[config.mk]
export PLATFORM = sky130hd
export DESIGN_NAME = fifo_rr_sched_flat
export DESIGN_NICKNAME = d
export VERILOG_FILES = /design/src/rtl/fifo_rr_sched_pkg.sv /design/src/rtl/fifo_rr_sched_if.sv /design/src/rtl/fifo_rr_sched_rr_pick.sv /design/src/rtl/fifo_rr_sched.sv /design/src/flat_wrapper.sv
export SDC_FILE = /design/constraint.sdc
export NUM_CORES = 1
export LEC_CHECK = 0
export CORE_MARGIN = 5
export CORE_UTILIZATION = 35
export CTS_BUF_LIST = sky130_fd_sc_hd__clkbuf_8
export DETAILED_ROUTE_END_ITERATION = 8
export PLACE_DENSITY_LB_ADDON = 0.25
export SYNTH_ARGS = -nofsm -noshare
export SYNTH_HDL_FRONTEND = slang
export SYNTH_HIERARCHICAL = 1
export SYNTH_SLANG_ARGS = --single-unit
[constraint.sdc]
create_clock -name clk -period 3.8 [get_ports clk]
set_input_delay 0.95 -clock clk [delete_from_list [all_inputs] [get_ports clk]]
set_output_delay 0.95 -clock clk [all_outputs]
set_load 0.01 [all_outputs]
[src/rtl/fifo_rr_sched_pkg.sv]
// rtl/fifo_rr_sched_pkg.sv - shared types for the round-robin FIFO drain scheduler
package fifo_sched_pkg;
   typedef enum logic {IDLE, BURST} sched_st_e;
endpackage

[src/rtl/fifo_rr_sched_if.sv]
// rtl/fifo_rr_sched_if.sv - FIFO-bank side and output-stage side signals of the scheduler
interface fifo_rr_sched_if #(
   parameter int N_REQ      = 4,
   parameter int ELEM_WIDTH = 32
);
   localparam int SRC_W = $clog2(N_REQ);

   logic [N_REQ-1:0]                 q_empty;
   logic [N_REQ-1:0][ELEM_WIDTH-1:0] q_data;
   logic [N_REQ-1:0]                 q_pop;
   logic                             out_valid;
   logic                             out_ready;
   logic [ELEM_WIDTH-1:0]            out_data;
   logic [SRC_W-1:0]                 out_src;

   modport master (
      input  q_empty, q_data, out_ready,
      output q_pop, out_valid, out_data, out_src
   );

   modport slave (
      output q_empty, q_data, out_ready,
      input  q_pop, out_valid, out_data, out_src
   );
endinterface

[src/rtl/fifo_rr_sched_rr_pick.sv]
// rtl/fifo_rr_sched_rr_pick.sv - rotate-priority encoder: first set request at or after i_ptr
module rr_pick #(
   parameter  int N_REQ = 4,
   localparam int SRC_W = $clog2(N_REQ)
) (
   input  logic [N_REQ-1:0] i_req,
   input  logic [SRC_W-1:0] i_ptr,
   output logic             o_found,
   output logic [SRC_W-1:0] o_sel
);
   always_comb begin
      int idx;
      o_found = 1'b0;
      o_sel   = '0;
      idx     = 0;
      // Scan farthest-first so the request closest to i_ptr wins last.
      for (int k = N_REQ - 1; k >= 0; k--) begin
         idx = int'(i_ptr) + k;
         if (idx >= N_REQ) idx = idx - N_REQ;
         if (i_req[SRC_W'(idx)]) begin
            o_found = 1'b1;
            o_sel   = SRC_W'(idx);
         end
      end
   end
endmodule

[src/rtl/fifo_rr_sched.sv]
// rtl/fifo_rr_sched.sv - round-robin drain of N_REQ FIFOs into one registered valid/ready stage
module fifo_rr_sched
   import fifo_sched_pkg::*;
#(
   parameter int N_REQ      = 4,
   parameter int ELEM_WIDTH = 32,
   parameter int QUANTUM    = 1
) (
   input  logic              clk,
   input  logic              arst_n,
   input  logic              init,
   input  logic              en,
   fifo_rr_sched_if.master   bus
);
   localparam int SRC_W = $clog2(N_REQ);
   localparam int CNT_W = $clog2(QUANTUM + 1);
   localparam logic [CNT_W-1:0] QMAX = CNT_W'(QUANTUM);

   sched_st_e             r_st;
   logic [SRC_W-1:0]      r_owner;
   logic [SRC_W-1:0]      r_ptr;
   logic [CNT_W-1:0]      r_cnt;
   logic                  r_valid;
   logic [ELEM_WIDTH-1:0] r_data;
   logic [SRC_W-1:0]      r_src;

   logic                  w_load;
   logic                  w_cont;
   logic                  w_found;
   logic                  w_fire;
   logic [N_REQ-1:0]      w_req;
   logic [N_REQ-1:0]      w_pop;
   logic [SRC_W-1:0]      w_pick;
   logic [SRC_W-1:0]      w_sel;
   logic [SRC_W-1:0]      w_ptr_nxt;

   assign w_req     = ~bus.q_empty;
   assign w_load    = en && (!r_valid || bus.out_ready);
   assign w_cont    = (r_st == BURST) && !bus.q_empty[r_owner] && (r_cnt < QMAX);
   assign w_sel     = w_cont ? r_owner : w_pick;
   assign w_fire    = arst_n && !init && w_load && (w_cont || w_found);
   assign w_ptr_nxt = (w_pick == SRC_W'(N_REQ - 1)) ? '0 : w_pick + 1'b1;

   rr_pick #(.N_REQ(N_REQ)) u_pick (
      .i_req   (w_req),
      .i_ptr   (r_ptr),
      .o_found (w_found),
      .o_sel   (w_pick)
   );

   always_comb begin
      w_pop = '0;
      if (w_fire) w_pop[w_sel] = 1'b1;
   end

   always_ff @(posedge clk) begin
      if (!arst_n || init) begin
         r_st    <= IDLE;
         r_owner <= '0;
         r_ptr   <= '0;
         r_cnt   <= '0;
         r_valid <= 1'b0;
         r_data  <= '0;
         r_src   <= '0;
      end else if (w_load) begin
         if (w_cont || w_found) begin
            r_valid <= 1'b1;
            r_data  <= bus.q_data[w_sel];
            r_src   <= w_sel;
            if (w_cont) begin
               r_cnt <= r_cnt + 1'b1;
            end else begin
               r_owner <= w_pick;
               r_cnt   <= CNT_W'(1);
               r_ptr   <= w_ptr_nxt;
               r_st    <= BURST;
            end
         end else begin
            r_valid <= 1'b0;
            r_st    <= IDLE;
         end
      end else if (r_valid && bus.out_ready) begin
         // Scheduling disabled: the held element can still drain downstream.
         r_valid <= 1'b0;
      end
   end

   assign bus.q_pop     = w_pop;
   assign bus.out_valid = r_valid;
   assign bus.out_data  = r_data;
   assign bus.out_src   = r_src;
endmodule

[src/flat_wrapper.sv]
// flat-port wrapper written by rule: the top's interface ports become plain ports
module fifo_rr_sched_flat import fifo_sched_pkg::*;
#(
   parameter int N_REQ      = 4,
   parameter int ELEM_WIDTH = 32,
   parameter int QUANTUM    = 1
)
  (clk, arst_n, init, en, bus_q_empty, bus_q_data, bus_out_ready, bus_q_pop, bus_out_valid, bus_out_data, bus_out_src);
  fifo_rr_sched_if #(.N_REQ(N_REQ), .ELEM_WIDTH(ELEM_WIDTH)) bus_i ();
  input  logic clk;
  input  logic arst_n;
  input  logic init;
  input  logic en;
  input wire logic [$bits(bus_i.q_empty)-1:0] bus_q_empty;
  input wire logic [$bits(bus_i.q_data)-1:0] bus_q_data;
  input wire logic [$bits(bus_i.out_ready)-1:0] bus_out_ready;
  output wire logic [$bits(bus_i.q_pop)-1:0] bus_q_pop;
  output wire logic [$bits(bus_i.out_valid)-1:0] bus_out_valid;
  output wire logic [$bits(bus_i.out_data)-1:0] bus_out_data;
  output wire logic [$bits(bus_i.out_src)-1:0] bus_out_src;
  assign bus_i.q_empty = bus_q_empty;
  assign bus_i.q_data = bus_q_data;
  assign bus_i.out_ready = bus_out_ready;
  assign bus_q_pop = bus_i.q_pop;
  assign bus_out_valid = bus_i.out_valid;
  assign bus_out_data = bus_i.out_data;
  assign bus_out_src = bus_i.out_src;
  fifo_rr_sched #(.N_REQ(N_REQ), .ELEM_WIDTH(ELEM_WIDTH), .QUANTUM(QUANTUM)) u_core (.clk(clk), .arst_n(arst_n), .init(init), .en(en), .bus(bus_i));
endmodule
==> summary.md <==
| Metric | Value |
|---|---|
| Status | finished, final reports clean |
| # Post-CTS Setup Buffers | 0 |
| Total track usage | 0.227 |
| CP Class | input pin to output port |
| CP max FO | 4 |
| CTS Sinks | 39 |
| CTS H-Tree Depth | 2 |
| Ports | 176 |
| Final Max Tran Viols | 0 |
| Crit share post-route | 0.970 |
| I/O Buffers | 175 |
| Post-route DRC | 0 |
| Synth top area share | 0.344 |
| Fill cells | 581 |
| Dominant synthesized flop cell | dfxtp_1 |
| Final design utilization | 0.682 |
| Nets | 583 |
| Mapped Cells | 269 |
| DR WL/cell | 18.9 um |
| CP Capture Type | output port |
| Routed WL | 9870 um |
| Final ANT Viol Nets | 0 |
| Cell count of the worst reg-to-reg path | 7 |
| Static leakage | 0.00156 uW |
| Placer congestion estimate | 0.841 |
| Largest net degree at the start of global routing | 33 |
| Clock Skew | 0.00692 ns |
| Core area | 6310 um2 |
| Vias in the first global route | 2956 |
| Overall power | 1150 uW |
| Synth Warn # | 6 |
| CTS tree | built |
| Clock share of power | 0.235 |
| Fmax | 0.271 GHz |
| Multi-input combinational cell area | 1430 um2 |
| DP Wirelength | 7310 um |
| Synth Area per Inst | 8.43 um2 |
| Cell taking the most area after synthesis | dfxtp_1 |
| Worst slew pin tran | 0.478 ns |
| PD cells | 267 nW/um2 |
| Number of diodes | 0 |
| Synthesis-to-layout area growth | 89.9% |
| Worst Path Required | 2.85 ns |
| CTS Buf Count | 5 |
| PnR worst setup slack | 0.113 ns |
| Max Cap Violations | 0 |
| Syn_nets | 407 |
| Via count | 2970 |
| Clk buf depth | 2 |
| Initial DRC Count | 114 |
| RSZ-0062 raised after global routing | no |
| Die footprint | 8190 um2 |
| Initial Utilization | 0.359 |
| Startpoint types | input pin |
| Worst slew margin | 0.681 |
| Die Width | 90.5 um |
| Seq/Total Area, Yosys | 0.344 |
| Data arrival time of the critical path | 2.74 ns |
| Register area | 781 um2 |
| Vias per cell | 5.68 |
| Layout cells sized above 1 | 0.117 |
| Mapped Area | 2270 um2 |
| Hold path cells | 2 |
| Root cell of the clock tree | clkbuf_8 |
| Place WS | -0.361 ns |
| Chip height | 90.5 um |
| Crit path time final | 3.69 ns |
| Netlist cell types | 34 |
| NetSw | 350 uW |
| Synth Register Bits | 39 |
| GRT Residual Overflow | 0 |
| Seq pwr share | 0.387 |
| Post-synth EDFFs | 0 |
| FFs w/ async S/R, synth | 0 |
| Switch share | 0.304 |
| Drt pass-1 iters | 5 |
| Area contributors post-synth | dfxtp_1 34%, a221oi_1 12%, a211oi_1 11% |
| Clk slew on worst S/H paths | 0.08 ns |
| Initial antenna violation count | 0 |
| Finish-stage setup viols | 0 |
| Logic pwr share | 0.378 |
| Cell internal pwr | 800 uW |
| Hold WC Path Type | flop to flop |
| Worst-Skew Late Latency | 0.29 ns |
| # rows | 29 |
| Hold Vio Cnt, Final | 0 |
| Peak supply drop | 0.207 mV |
| First-pass GRT wire length | 15300 um |
[logic make-up after synthesis]
group | count (synthesis) | synth area share
buf+inv | 33 | 0.0607
mux | 7 | 0.0320
compound gates | 118 | 0.405
fa+ha+maj | 1 | 0.00552
simple gates | 71 | 0.152
flops | 39 | 0.344
[worst paths after layout]
check	startpoint	end	slack, ns
max	bus_q_empty[0]	bus_q_pop[0]	0.11
min reg2reg	u_core/bus.out_data[12]	u_core/bus.out_data[12]	0.50
max reg2reg	u_core/bus.out_src[0]	u_core/bus.out_data[31]	1.19
min	u_core/bus.out_data[12]	u_core/bus.out_data[12]	0.50
[area by class of cell]
cell class	instances	area share
clock buffer	5	0.0160
clock inverter	3	0.00291
inverter	6	0.00523
multi-input combinational	197	0.332
sequential	39	0.181
tap	77	0.0224
timing repair buffer	196	0.441
[sequential cells by signal, summed over array words and instances, names as in the netlist]
register	count
u_core/r_ptr	2
u_core/bus.out_valid	1
u_core/bus.out_data	32
u_core/bus.out_src	2
u_core/r_cnt	1
u_core/r_st	1
[cells in the mapped netlist (4+ instances only)]
master and n:
dfxtp_1 39, a22oi_1 32, inv_1 6, a21oi_1 7, nand2_1 4, buf_2 5
clkbuf_1 20, nor2_1 42, nand2b_1 6, mux2i_1 5, a211oi_1 33, o21ai_0 5
a221oi_1 32, nor3b_1 6
[worst max-delay path, cell delays in order]
cell and delay, ns:
clkdlybuf4s50_1 0.50, inv_1 0.10, nor2_2 0.12, a211oi_2 0.05, nor2_2 0.18, buf_4 0.17, nor2_2 0.04, a32oi_2 0.20
o31ai_4 0.11, nor3b_2 0.16, buf_2 0.16
[cell usage in the layout (no fill, tap or decap), types with 2 or more instances in the layout]
master / count
nor3b_2: 2
a21oi_1: 7
clkbuf_8: 5
nand2b_1: 5
a221oi_1: 32
nor3b_1: 3
a211oi_1: 32
mux2_2: 2
dfxtp_1: 39
buf_2: 4
nor2b_1: 2
nand3_1: 2
a22oi_1: 32
dlymetal6s2s_1: 3
nand2_1: 4
nor2_2: 3
clkdlybuf4s50_1: 168
buf_4: 21
a211oi_2: 2
o21ai_0: 5
mux2i_1: 5
nor2_1: 39
inv_1: 6
inv_2: 2
[what timing repair did]
action | in CTS | in global routing
setup endpoints to repair | 4 | 4
pin swaps | 0 | 6
gates resized for setup | 24 | 13
hold buffers | 0 | 0
[metal layers]
layer	vias up	part of all wire	wire, um	track usage
met5	-	0	0	0
met4	0	0.030	297	0.0757
met3	23	0.078	773	0.0725
met2	118	0.48	4720	0.377
met1	1411	0.41	4080	0.275
li1	1418	-	-	-
[per-stage QoR]
step | cells | TNS [ns] | hold WS (ns) | area, um2
floorplan | 269 | 0 | 0.466 | 2270
global placement | 515 | -1.30 | 0.486 | 4190
detailed placement | 515 | -1.40 | 0.491 | 4190
CTS | 523 | 0 | 0.503 | 4280
global route | 523 | 0 | 0.516 | 4310
finish | 523 | 0 | 0.501 | 4310
[power groups by stage]
stage	clock network [uW]	registers, uW	logic [uW]
after global routing	294	447	467
after floorplan	0	460	166
after detailed placement	0	454	426
after CTS	276	444	429
after global placement	0	453	419
final	271	444	434
Note: power is estimated with default switching activity, not from simulation.
